`src/rtl/mem_to_bram_arb.sv`:
```
// mem_to_bram_arb: round-robin arbiter that funnels N_LOAD elastic load
// channels onto BRAM port 0 (read-only) and one elastic store channel onto
// BRAM port 1 (write-only). Each load channel owns one result register that
// holds its response until the consumer takes it.
// Optional feature macro: MEM_TO_BRAM_ARB_FWD_EN. When defined, a load and a
// store issued in the same cycle to the same truncated address return the
// store data (store-before-load) instead of the BRAM's read-first old data.
module mem_to_bram_arb #(
  parameter int DATA_WIDTH      = 32,
  parameter int ADDR_WIDTH      = 32,
  parameter int BRAM_ADDR_WIDTH = 10,
  parameter int N_LOAD          = 2,
  parameter int READ_LAT        = 1
) (
  input  logic                         clk,
  input  logic                         rst,
  input  logic [N_LOAD-1:0]            ld_valid,
  output logic [N_LOAD-1:0]            ld_ready,
  input  logic [N_LOAD*ADDR_WIDTH-1:0] ld_addr,
  output logic [N_LOAD*DATA_WIDTH-1:0] ld_data,
  output logic [N_LOAD-1:0]            ld_data_valid,
  input  logic [N_LOAD-1:0]            ld_data_ready,
  input  logic                         st_valid,
  output logic                         st_ready,
  input  logic [ADDR_WIDTH-1:0]        st_addr,
  input  logic [DATA_WIDTH-1:0]        st_data,
  output logic                         ce0,
  output logic                         we0,
  output logic [BRAM_ADDR_WIDTH-1:0]   address0,
  input  logic [DATA_WIDTH-1:0]        din0,
  output logic                         ce1,
  output logic                         we1,
  output logic [BRAM_ADDR_WIDTH-1:0]   address1,
  output logic [DATA_WIDTH-1:0]        dout1
);

  localparam int ID_W = (N_LOAD > 1) ? $clog2(N_LOAD) : 1;

  // Arbitration
  logic [N_LOAD-1:0]          w_inflight;
  logic [N_LOAD-1:0]          w_eligible;
  logic [N_LOAD-1:0]          w_ld_drain;
  logic                       w_grant_vld;
  logic [ID_W-1:0]            w_grant_id;
  logic [ID_W-1:0]            r_rr_ptr;

  // Tag pipe: one {valid, channel} entry per BRAM read-latency stage
  logic [READ_LAT-1:0]        r_pipe_vld;
  logic [ID_W-1:0]            r_pipe_id [READ_LAT];
  logic                       w_cap_vld;
  logic [ID_W-1:0]            w_cap_id;
  logic [DATA_WIDTH-1:0]      w_cap_data;

  // Per-channel result registers
  logic [N_LOAD-1:0]          r_ld_dv;
  logic [DATA_WIDTH-1:0]      r_ld_data [N_LOAD];

  // High address bits are dropped on purpose; fold them here so they count as consumed.
  logic                       w_unused_addr;
  assign w_unused_addr = ^{ld_addr, st_addr};

  // Wrap base+offset into the channel range (both operands are below N_LOAD).
  function automatic int wrap_idx(input int base, input int off);
    int s;
    s = base + off;
    return (s >= N_LOAD) ? (s - N_LOAD) : s;
  endfunction

  // Mark channels that still have a read travelling through the tag pipe.
  always_comb begin
    w_inflight = '0;
    for (int i = 0; i < N_LOAD; i++) begin
      for (int s = 0; s < READ_LAT; s++) begin
        if (r_pipe_vld[s] && (r_pipe_id[s] == ID_W'(i))) begin
          w_inflight[i] = 1'b1;
        end
      end
    end
  end

  genvar gi;
  generate
    for (gi = 0; gi < N_LOAD; gi++) begin : g_chan
      // A full result register may still accept a new load if it drains this cycle.
      assign w_ld_drain[gi]    = r_ld_dv[gi] & ld_data_ready[gi];
      assign w_eligible[gi]    = rst & ld_valid[gi] & ~w_inflight[gi] &
                                 (~r_ld_dv[gi] | w_ld_drain[gi]);
      assign ld_ready[gi]      = w_grant_vld & (w_grant_id == ID_W'(gi));
      assign ld_data[gi*DATA_WIDTH +: DATA_WIDTH] = r_ld_data[gi];
    end
  endgenerate

  assign ld_data_valid = r_ld_dv;

  // Round-robin search from the pointer; first eligible channel wins.
  always_comb begin
    w_grant_vld = 1'b0;
    w_grant_id  = '0;
    for (int k = 0; k < N_LOAD; k++) begin
      if (!w_grant_vld && w_eligible[wrap_idx(int'(r_rr_ptr), k)]) begin
        w_grant_vld = 1'b1;
        w_grant_id  = ID_W'(wrap_idx(int'(r_rr_ptr), k));
      end
    end
  end

  // BRAM port 0 is driven straight from the grant, port 1 straight from the store channel.
  assign ce0      = w_grant_vld;
  assign we0      = 1'b0;
  assign address0 = w_grant_vld ? ld_addr[w_grant_id*ADDR_WIDTH +: BRAM_ADDR_WIDTH] : '0;
  assign st_ready = rst;
  assign ce1      = rst & st_valid;
  assign we1      = rst & st_valid;
  assign address1 = st_addr[BRAM_ADDR_WIDTH-1:0];
  assign dout1    = st_data;

  // Pointer moves past the granted channel only when a grant happens.
  always_ff @(posedge clk) begin
    if (!rst) begin
      r_rr_ptr <= '0;
    end else if (w_grant_vld) begin
      r_rr_ptr <= (w_grant_id == ID_W'(N_LOAD-1)) ? '0 : w_grant_id + 1'b1;
    end
  end

  // Shift the grant tag along with the BRAM read latency.
  always_ff @(posedge clk) begin
    if (!rst) begin
      r_pipe_vld <= '0;
      for (int s = 0; s < READ_LAT; s++) begin
        r_pipe_id[s] <= '0;
      end
    end else begin
      r_pipe_vld[0] <= w_grant_vld;
      r_pipe_id[0]  <= w_grant_id;
      for (int s = 1; s < READ_LAT; s++) begin
        r_pipe_vld[s] <= r_pipe_vld[s-1];
        r_pipe_id[s]  <= r_pipe_id[s-1];
      end
    end
  end

  assign w_cap_vld = r_pipe_vld[READ_LAT-1];
  assign w_cap_id  = r_pipe_id[READ_LAT-1];

`ifdef MEM_TO_BRAM_ARB_FWD_EN
  logic                  w_fwd_hit;
  logic [READ_LAT-1:0]   r_pipe_fwd;
  logic [DATA_WIDTH-1:0] r_pipe_fdata [READ_LAT];

  assign w_fwd_hit  = w_grant_vld & ce1 & (address0 == address1);
  assign w_cap_data = r_pipe_fwd[READ_LAT-1] ? r_pipe_fdata[READ_LAT-1] : din0;

  // Carry the forward flag and captured store data alongside the tag.
  always_ff @(posedge clk) begin
    if (!rst) begin
      r_pipe_fwd <= '0;
      for (int s = 0; s < READ_LAT; s++) begin
        r_pipe_fdata[s] <= '0;
      end
    end else begin
      r_pipe_fwd[0]   <= w_fwd_hit;
      r_pipe_fdata[0] <= st_data;
      for (int s = 1; s < READ_LAT; s++) begin
        r_pipe_fwd[s]   <= r_pipe_fwd[s-1];
        r_pipe_fdata[s] <= r_pipe_fdata[s-1];
      end
    end
  end
`else
  assign w_cap_data = din0;
`endif

  // Land returning read data in the owner's result register; clear on handshake.
  always_ff @(posedge clk) begin
    if (!rst) begin
      r_ld_dv <= '0;
      for (int i = 0; i < N_LOAD; i++) begin
        r_ld_data[i] <= '0;
      end
    end else begin
      for (int i = 0; i < N_LOAD; i++) begin
        if (w_cap_vld && (w_cap_id == ID_W'(i))) begin
          r_ld_dv[i]   <= 1'b1;
          r_ld_data[i] <= w_cap_data;
        end else if (w_ld_drain[i]) begin
          r_ld_dv[i]   <= 1'b0;
        end
      end
    end
  end

endmodule

```
`config.mk`:
```
export PLATFORM = sky130hd
export DESIGN_NAME = mem_to_bram_arb
export DESIGN_NICKNAME = d
export VERILOG_FILES = /design/src/rtl/mem_to_bram_arb.sv
export SDC_FILE = /design/constraint.sdc
export NUM_CORES = 1
export LEC_CHECK = 0
export ABC_AREA = 1
export CAP_MARGIN = 20
export CORE_AREA = 2 2 114 116
export DETAILED_ROUTE_END_ITERATION = 8
export DIE_AREA = 0 0 116 118
export PLACE_DENSITY = 0.67
export SLEW_MARGIN = 20
export SYNTH_ARGS = -nofsm -noshare
export SYNTH_HDL_FRONTEND = slang
export SYNTH_SLANG_ARGS = --single-unit
```
`constraint.sdc`:
```
create_clock -name clk -period 3.17 [get_ports clk]
set_clock_uncertainty 0.05 [all_clocks]
set_input_delay 0.4755 -clock clk [delete_from_list [all_inputs] [get_ports clk]]
set_output_delay 0.4755 -clock clk [all_outputs]
set_load 0.01 [all_outputs]
```
# Word level (Yosys, flattened, before mapping)
# Memory sizes are Yosys's and may differ from the RTL's.
# Index checks and enable logic that the tools add are counted.
[totals] word_cells=73 ramBits=65 memories=2 register_bits=4 inputBits=167
[op_classes] bitwise=21 n_lt_le_gt_ge=4 addsub=4 reduce_logical=7 shift=1 muxes=30
[mem_list] memory="r_ld_data" words=2 word_bits=32 read_ports=2 rd_clocked_by_memory_dff=0 write_ports=2 line_no="56" rtl="logic [DATA_WIDTH-1:0] r_ld_data [N_LOAD];"
[mem_list] memory="r_pipe_id" words=1 word_bits=1 read_ports=1 rd_clocked_by_memory_dff=0 write_ports=1 line_no="49" rtl="logic [ID_W-1:0] r_pipe_id [READ_LAT];"
[ops] cell="$mux 32" count=4
[ops] cell="$lt 32x3->1 const B" count=2
[ops] cell="$shiftx 64x7->10" count=1
[ops] cell="$mux 1" count=25
[ops] cell="$and 1x1->1" count=11
[ops] cell="$mux 10" count=1
[ops] cell="$not 1->1" count=6
[ops] cell="$or 1x1->1" count=4
[ops] cell="$reduce_bool 2->1" count=2
[ops] cell="$logic_and 1x1->1" count=3
[ops] cell="$sub 1x2->3 const B" count=1
[ops] cell="$sub 2x2->3 const B" count=1
[ops] cell="$add 1x1->2 const B" count=1
[ops] cell="$ge 1x2->1 const B" count=1
[ops] cell="$ge 2x2->1 const B" count=1
[ops] cell="$add 1x1->1 const B" count=1
[ops] cell="$logic_not 1->1" count=1
[ops] cell="$reduce_or 1->1" count=1

# Longest topological paths before layout
# An unclocked memory read counts as a cell.
[depth] word_depth=16 ltp_mapped=8

# Worst setup path after synthesis
# Ideal clock, no wire load.
[synth_timing] path_kind="input to output" startpoint="input port rst" endpoint="output port address0[0]" required_time_ns=2.644 path_buffers=1 cell_stages=6 slack_ns=0.857 arrival_time_ns=1.787 cell_sequence="nand2_1 -> nor2_4 -> a21oi_2 -> buf_6 -> nand2_1 -> nand2_1"
[synth_via] elab_chain_cells=12 elab_cells_between_ends=20
[synth_rtl] element="start: declaration" line_no="16" rtl="input logic rst,"
[synth_rtl] element="$and 1x1->1 (3 in a row)" line_no="86" rtl="assign w_eligible[gi] = rst & ld_valid[gi] & ~w_inflight[gi] &"
[synth_rtl] element="$mux 1 (implied by the code) (3 in a row)" line_no="100" rtl="if (!w_grant_vld && w_eligible[wrap_idx(int'(r_rr_ptr), k)]) begin"
[synth_rtl] element="$mux 1" line_no="100"
[synth_rtl] element="$logic_not 1->1" line_no="100"
[synth_rtl] element="$logic_and 1x1->1" line_no="100"
[synth_rtl] element="$mux 1" line_no="100"
[synth_rtl] element="$shiftx 64x7->10" line_no="110" rtl="assign address0 = w_grant_vld ? ld_addr[w_grant_id*ADDR_WIDTH +: BRAM_ADDR_WIDTH] : '0;"
[synth_rtl] element="$mux 10 (*)" line_no="110"
[synth_rtl] element="end: declaration" line_no="29" rtl="output logic [BRAM_ADDR_WIDTH-1:0] address0,"
# Mark *: on every way between the ends. The rest lies on a longest branch, timed or not. The select of a mux whose other input is x is not followed.

# Final worst setup path
[layout_timing] startpoint="input port ld_data_ready[0]" endpoint="output port address0[5]"
[layout_via] elab_chain_cells=12 elab_cells_between_ends=17
[layout_rtl] element="start: declaration" line_no="22" rtl="input logic [N_LOAD-1:0] ld_data_ready,"
[layout_rtl] element="$and 1x1->1 (*)" line_no="85" rtl="assign w_ld_drain[gi] = r_ld_dv[gi] & ld_data_ready[gi];"
[layout_rtl] element="$or 1x1->1 (*)" line_no="87" rtl="(~r_ld_dv[gi] | w_ld_drain[gi]);"
[layout_rtl] element="$and 1x1->1 (*)" line_no="86"
[layout_rtl] element="$mux 1 (implied by the code) (3 in a row)" line_no="100"
[layout_rtl] element="$mux 1" line_no="100"
[layout_rtl] element="$logic_not 1->1" line_no="100"
[layout_rtl] element="$logic_and 1x1->1" line_no="100"
[layout_rtl] element="$mux 1" line_no="100"
[layout_rtl] element="$shiftx 64x7->10" line_no="110"
[layout_rtl] element="$mux 10 (*)" line_no="110"
# Marks and branches as above.

==> impl_metrics.py <==
metrics = {
    "timing": {
        "rsz0062_at_grt": "false",
        "tns_ns": 0,
        "layout_setup_ws_ns": 0.214,
        "final.min_clock_period_ns": 2.96,
        "fmax_mhz": 338,
        "finalSetupViolCount": 0,
        "hold_ws_ns": 0.450,
        "period_share_pct": 93.3,
        "drv_slew": 0,
        "hold_viol": 0,
    },
    "layout": {
        "regArea_mm2": 0.00202,
        "layout-drive-gt1-share_pct": 6.76,
        "antenna_cells": 0,
        "nets": 518,
        "syn_to_final_growth_pct": 52.6,
        "multi_input_area_um2": 384,
        "nFillCells": 1276,
    },
    "global_routing": {
        "antenna_found_initial": 0,
        "grt-ovfl-total": 0,
        "grt_pass1_wl_mm": 11.6,
        "grt_pass1_vias": 2045,
        "grt.total_usage_pct": 11.8,
        "grt_max_degree": 33,
    },
    "pwr": {
        "power_leakage_nw": 1.82,
        "powerDensity_mw_per_mm2": 529,
        "ir_drop_uv": 185,
        "total_power_mw": 2.36,
    },
    "critical_path": {
        "reg2reg_slack_ns": 1.78,
        "worstSetupPathDepth": 9,
        "critPathCaptureType": "output pin",
        "crit_chain": "clkdlybuf4s50_1 -> inv_1 -> nand2_1 -> nand2_1 -> nor2_1 -> nand2_1 -> nand3_1 -> nand2_1 -> clkdlybuf4s50_1",
        "cpPeakStageDelay_ns": 0.50,
        "worst_path_max_delay_cell": "clkdlybuf4s50_1",
        "cp_max_fo": 11,
        "endpoint": "address0[5]",
        "r2r_end": "r_ld_data[0][36]",
        "path_class": "input port to output pin",
        "r2r_cells": 3,
        "worstPathRequired_ns": 2.64,
        "crit_arrival_ns": 2.43,
        "critPathBufInv": 3,
        "start_kind": "input port",
        "crit_family": "buffers and inverters",
        "crit_top_cell": "nand2_1",
        "crit_start": "ld_data_ready[0]",
        "regToRegStartpoint": "r_pipe_vld",
    },
    "clock_network": {
        "ctsHoldBuffers": 0,
        "cts_resized": 0,
        "clk_pin_slew_ns": 0.06,
        "htree_num_levels": 3,
        "worstSkewPairLatency_ns": 0.32,
        "clock_path_buffers": 2,
        "post_cts_buffers": 0,
        "clockRootBuffer": "clkbuf_16",
        "cts.sinks": 69,
        "cts_made_buffers": 9,
        "cts_tree": "yes",
    },
    "floorplanning": {
        "start_util_pct": 23.6,
        "fp.dieH_um": 118,
        "fp-row-count": 41,
        "core_area_mm2": 0.0124,
        "dieArea_mm2": 0.0137,
        "die_x_um": 116,
        "ios": 292,
    },
    "routing": {
        "ant_nets": 0,
        "vias": 2021,
        "drt-total-wl_mm": 8.32,
        "drc": 0,
        "first_iter_violations": 123,
        "drt_first_pass_iters": 4,
        "wl_per_cell_um": 15.8,
        "via_per_inst": 3.83,
    },
    "outcome": {
        "status": "finished, final reports clean",
    },
    "logic_synthesis": {
        "synth_seq_cells": 69,
        "async_reset_ff_share_pct": 0,
        "synth_top_area_share_pct": 65.7,
        "ys_warn_count": 0,
        "syn_avg_cell_area_um2": 11.9,
        "syn_inst": 246,
        "yosys.cell_types.count": 16,
        "yosysSeqAreaShare_pct": 69.1,
        "synth_edf_count": 64,
        "ys.flop_type": "edfxtp_1",
        "synth_area_mm2": 0.00293,
        "syn_nets": 413,
        "synth_top_cell_by_area": "edfxtp_1",
        "netlist_top_cells_area": "edfxtp_1 66%, buf_4 12%, inv_1 5.0%, nand2_1 4.2%, nor2_1 4.2%",
    },
    "job": {
        "cap_violations": 0,
    },
    "worst_hold_path": {
        "min_from": "ld_data_valid[1]",
        "hp-class": "register to register",
    },
    "place": {
        "dp_hpwl_mm": 6.56,
        "gp_congestion": 0.822,
        "io_buffers": 140,
        "dp_slack_ns": 0.248,
    },
}
[cell usage in the layout (no fill, tap or decap)]
cell type	instances
clkinvlp_4	2
clkdlybuf4s50_1	140
inv_1	39
nand3b_4	1
dfxtp_1	5
edfxtp_1	64
clkinv_2	2
nand3_1	10
clkbuf_1	1
a22oi_1	1
a21oi_2	1
nand2_1	32
clkinv_1	1
buf_4	5
clkbuf_16	9
nor2_1	33
a21oi_1	4
nor2_4	1
conb_1	1
nand2_2	3
[worst min path at each step]
stage	endpoint	slack, ns	cells past startpoint
final	ld_data_valid[1]	0.45	2
after global routing	ld_data_valid[1]	0.49	2
after CTS	ld_data_valid[1]	0.45	2
after detailed placement	ld_data_valid[1]	0.45	2
after global placement	ld_data_valid[1]	0.44	2
after floorplan	ld_data_valid[1]	0.41	2
[cells in the mapped netlist (2+ instances only)]
master	count
a21oi_1	4
buf_4	47
clkbuf_1	3
dfxtp_1	5
edfxtp_1	64
inv_1	39
nand2_1	33
nand2_2	2
nand3_1	10
nor2_1	33
[where the power goes]
group          leakage [nW]  internal (mW)  switching [mW]
clock                 0.122          0.518           0.348
sequential            0.715           1.08          0.0212
combinational         0.979          0.223           0.170
total                  1.82           1.82           0.539
[worst min-delay path, delay by kind of cell, from the launching register on]
family	cells	cell delay, ns
compound gates	1	0.06
simple gates	1	0.09
flops	1	0.31
[sequential cells by signal, summed over array words and instances (netlist names)]
name and count:
r_ld_data 64, ld_data_valid 2, r_pipe_id 1, r_pipe_vld 1
r_rr_ptr 1
[cell families after synthesis]
kind of cell / Yosys count / share of synthesized area, %
buf+inv: 90 / 17.8
simple gates: 80 / 11.7
flops: 69 / 69.1
compound gates: 6 / 1.24
other cells: 1 / 0.128
[cell type report]
type                            count  area share, %
Clock buffer                       10           5.13
Multi-Input combinational cell     87           8.60
Clock inverter                      5          0.645
Sequential cell                    69           45.3
Tap cell                          172           4.82
Timing Repair Buffer              145           32.2
Inverter                           39           3.28
[metal layers]
| layer | wire, um | share of wire (%) | up-vias | track usage, % |
|---|---|---|---|---|
| met5 | 0 | 0 | - | 0 |
| met4 | 293 | 3.5 | 0 | 6.18 |
| met3 | 1140 | 14 | 26 | 6.49 |
| met2 | 4260 | 51 | 151 | 21.6 |
| met1 | 2630 | 32 | 897 | 9.85 |
| li1 | - | - | 947 | - |
[through the flow]
step | instances | utilization, % | area (um^2)
global placement | 512 | 33.9 | 4210
CTS | 527 | 36.0 | 4460
finish | 527 | 36.0 | 4460
detailed placement | 512 | 33.9 | 4210
floorplan | 246 | - | 2930
global route | 527 | 36.0 | 4460
(Power assumes the default switching activity.)
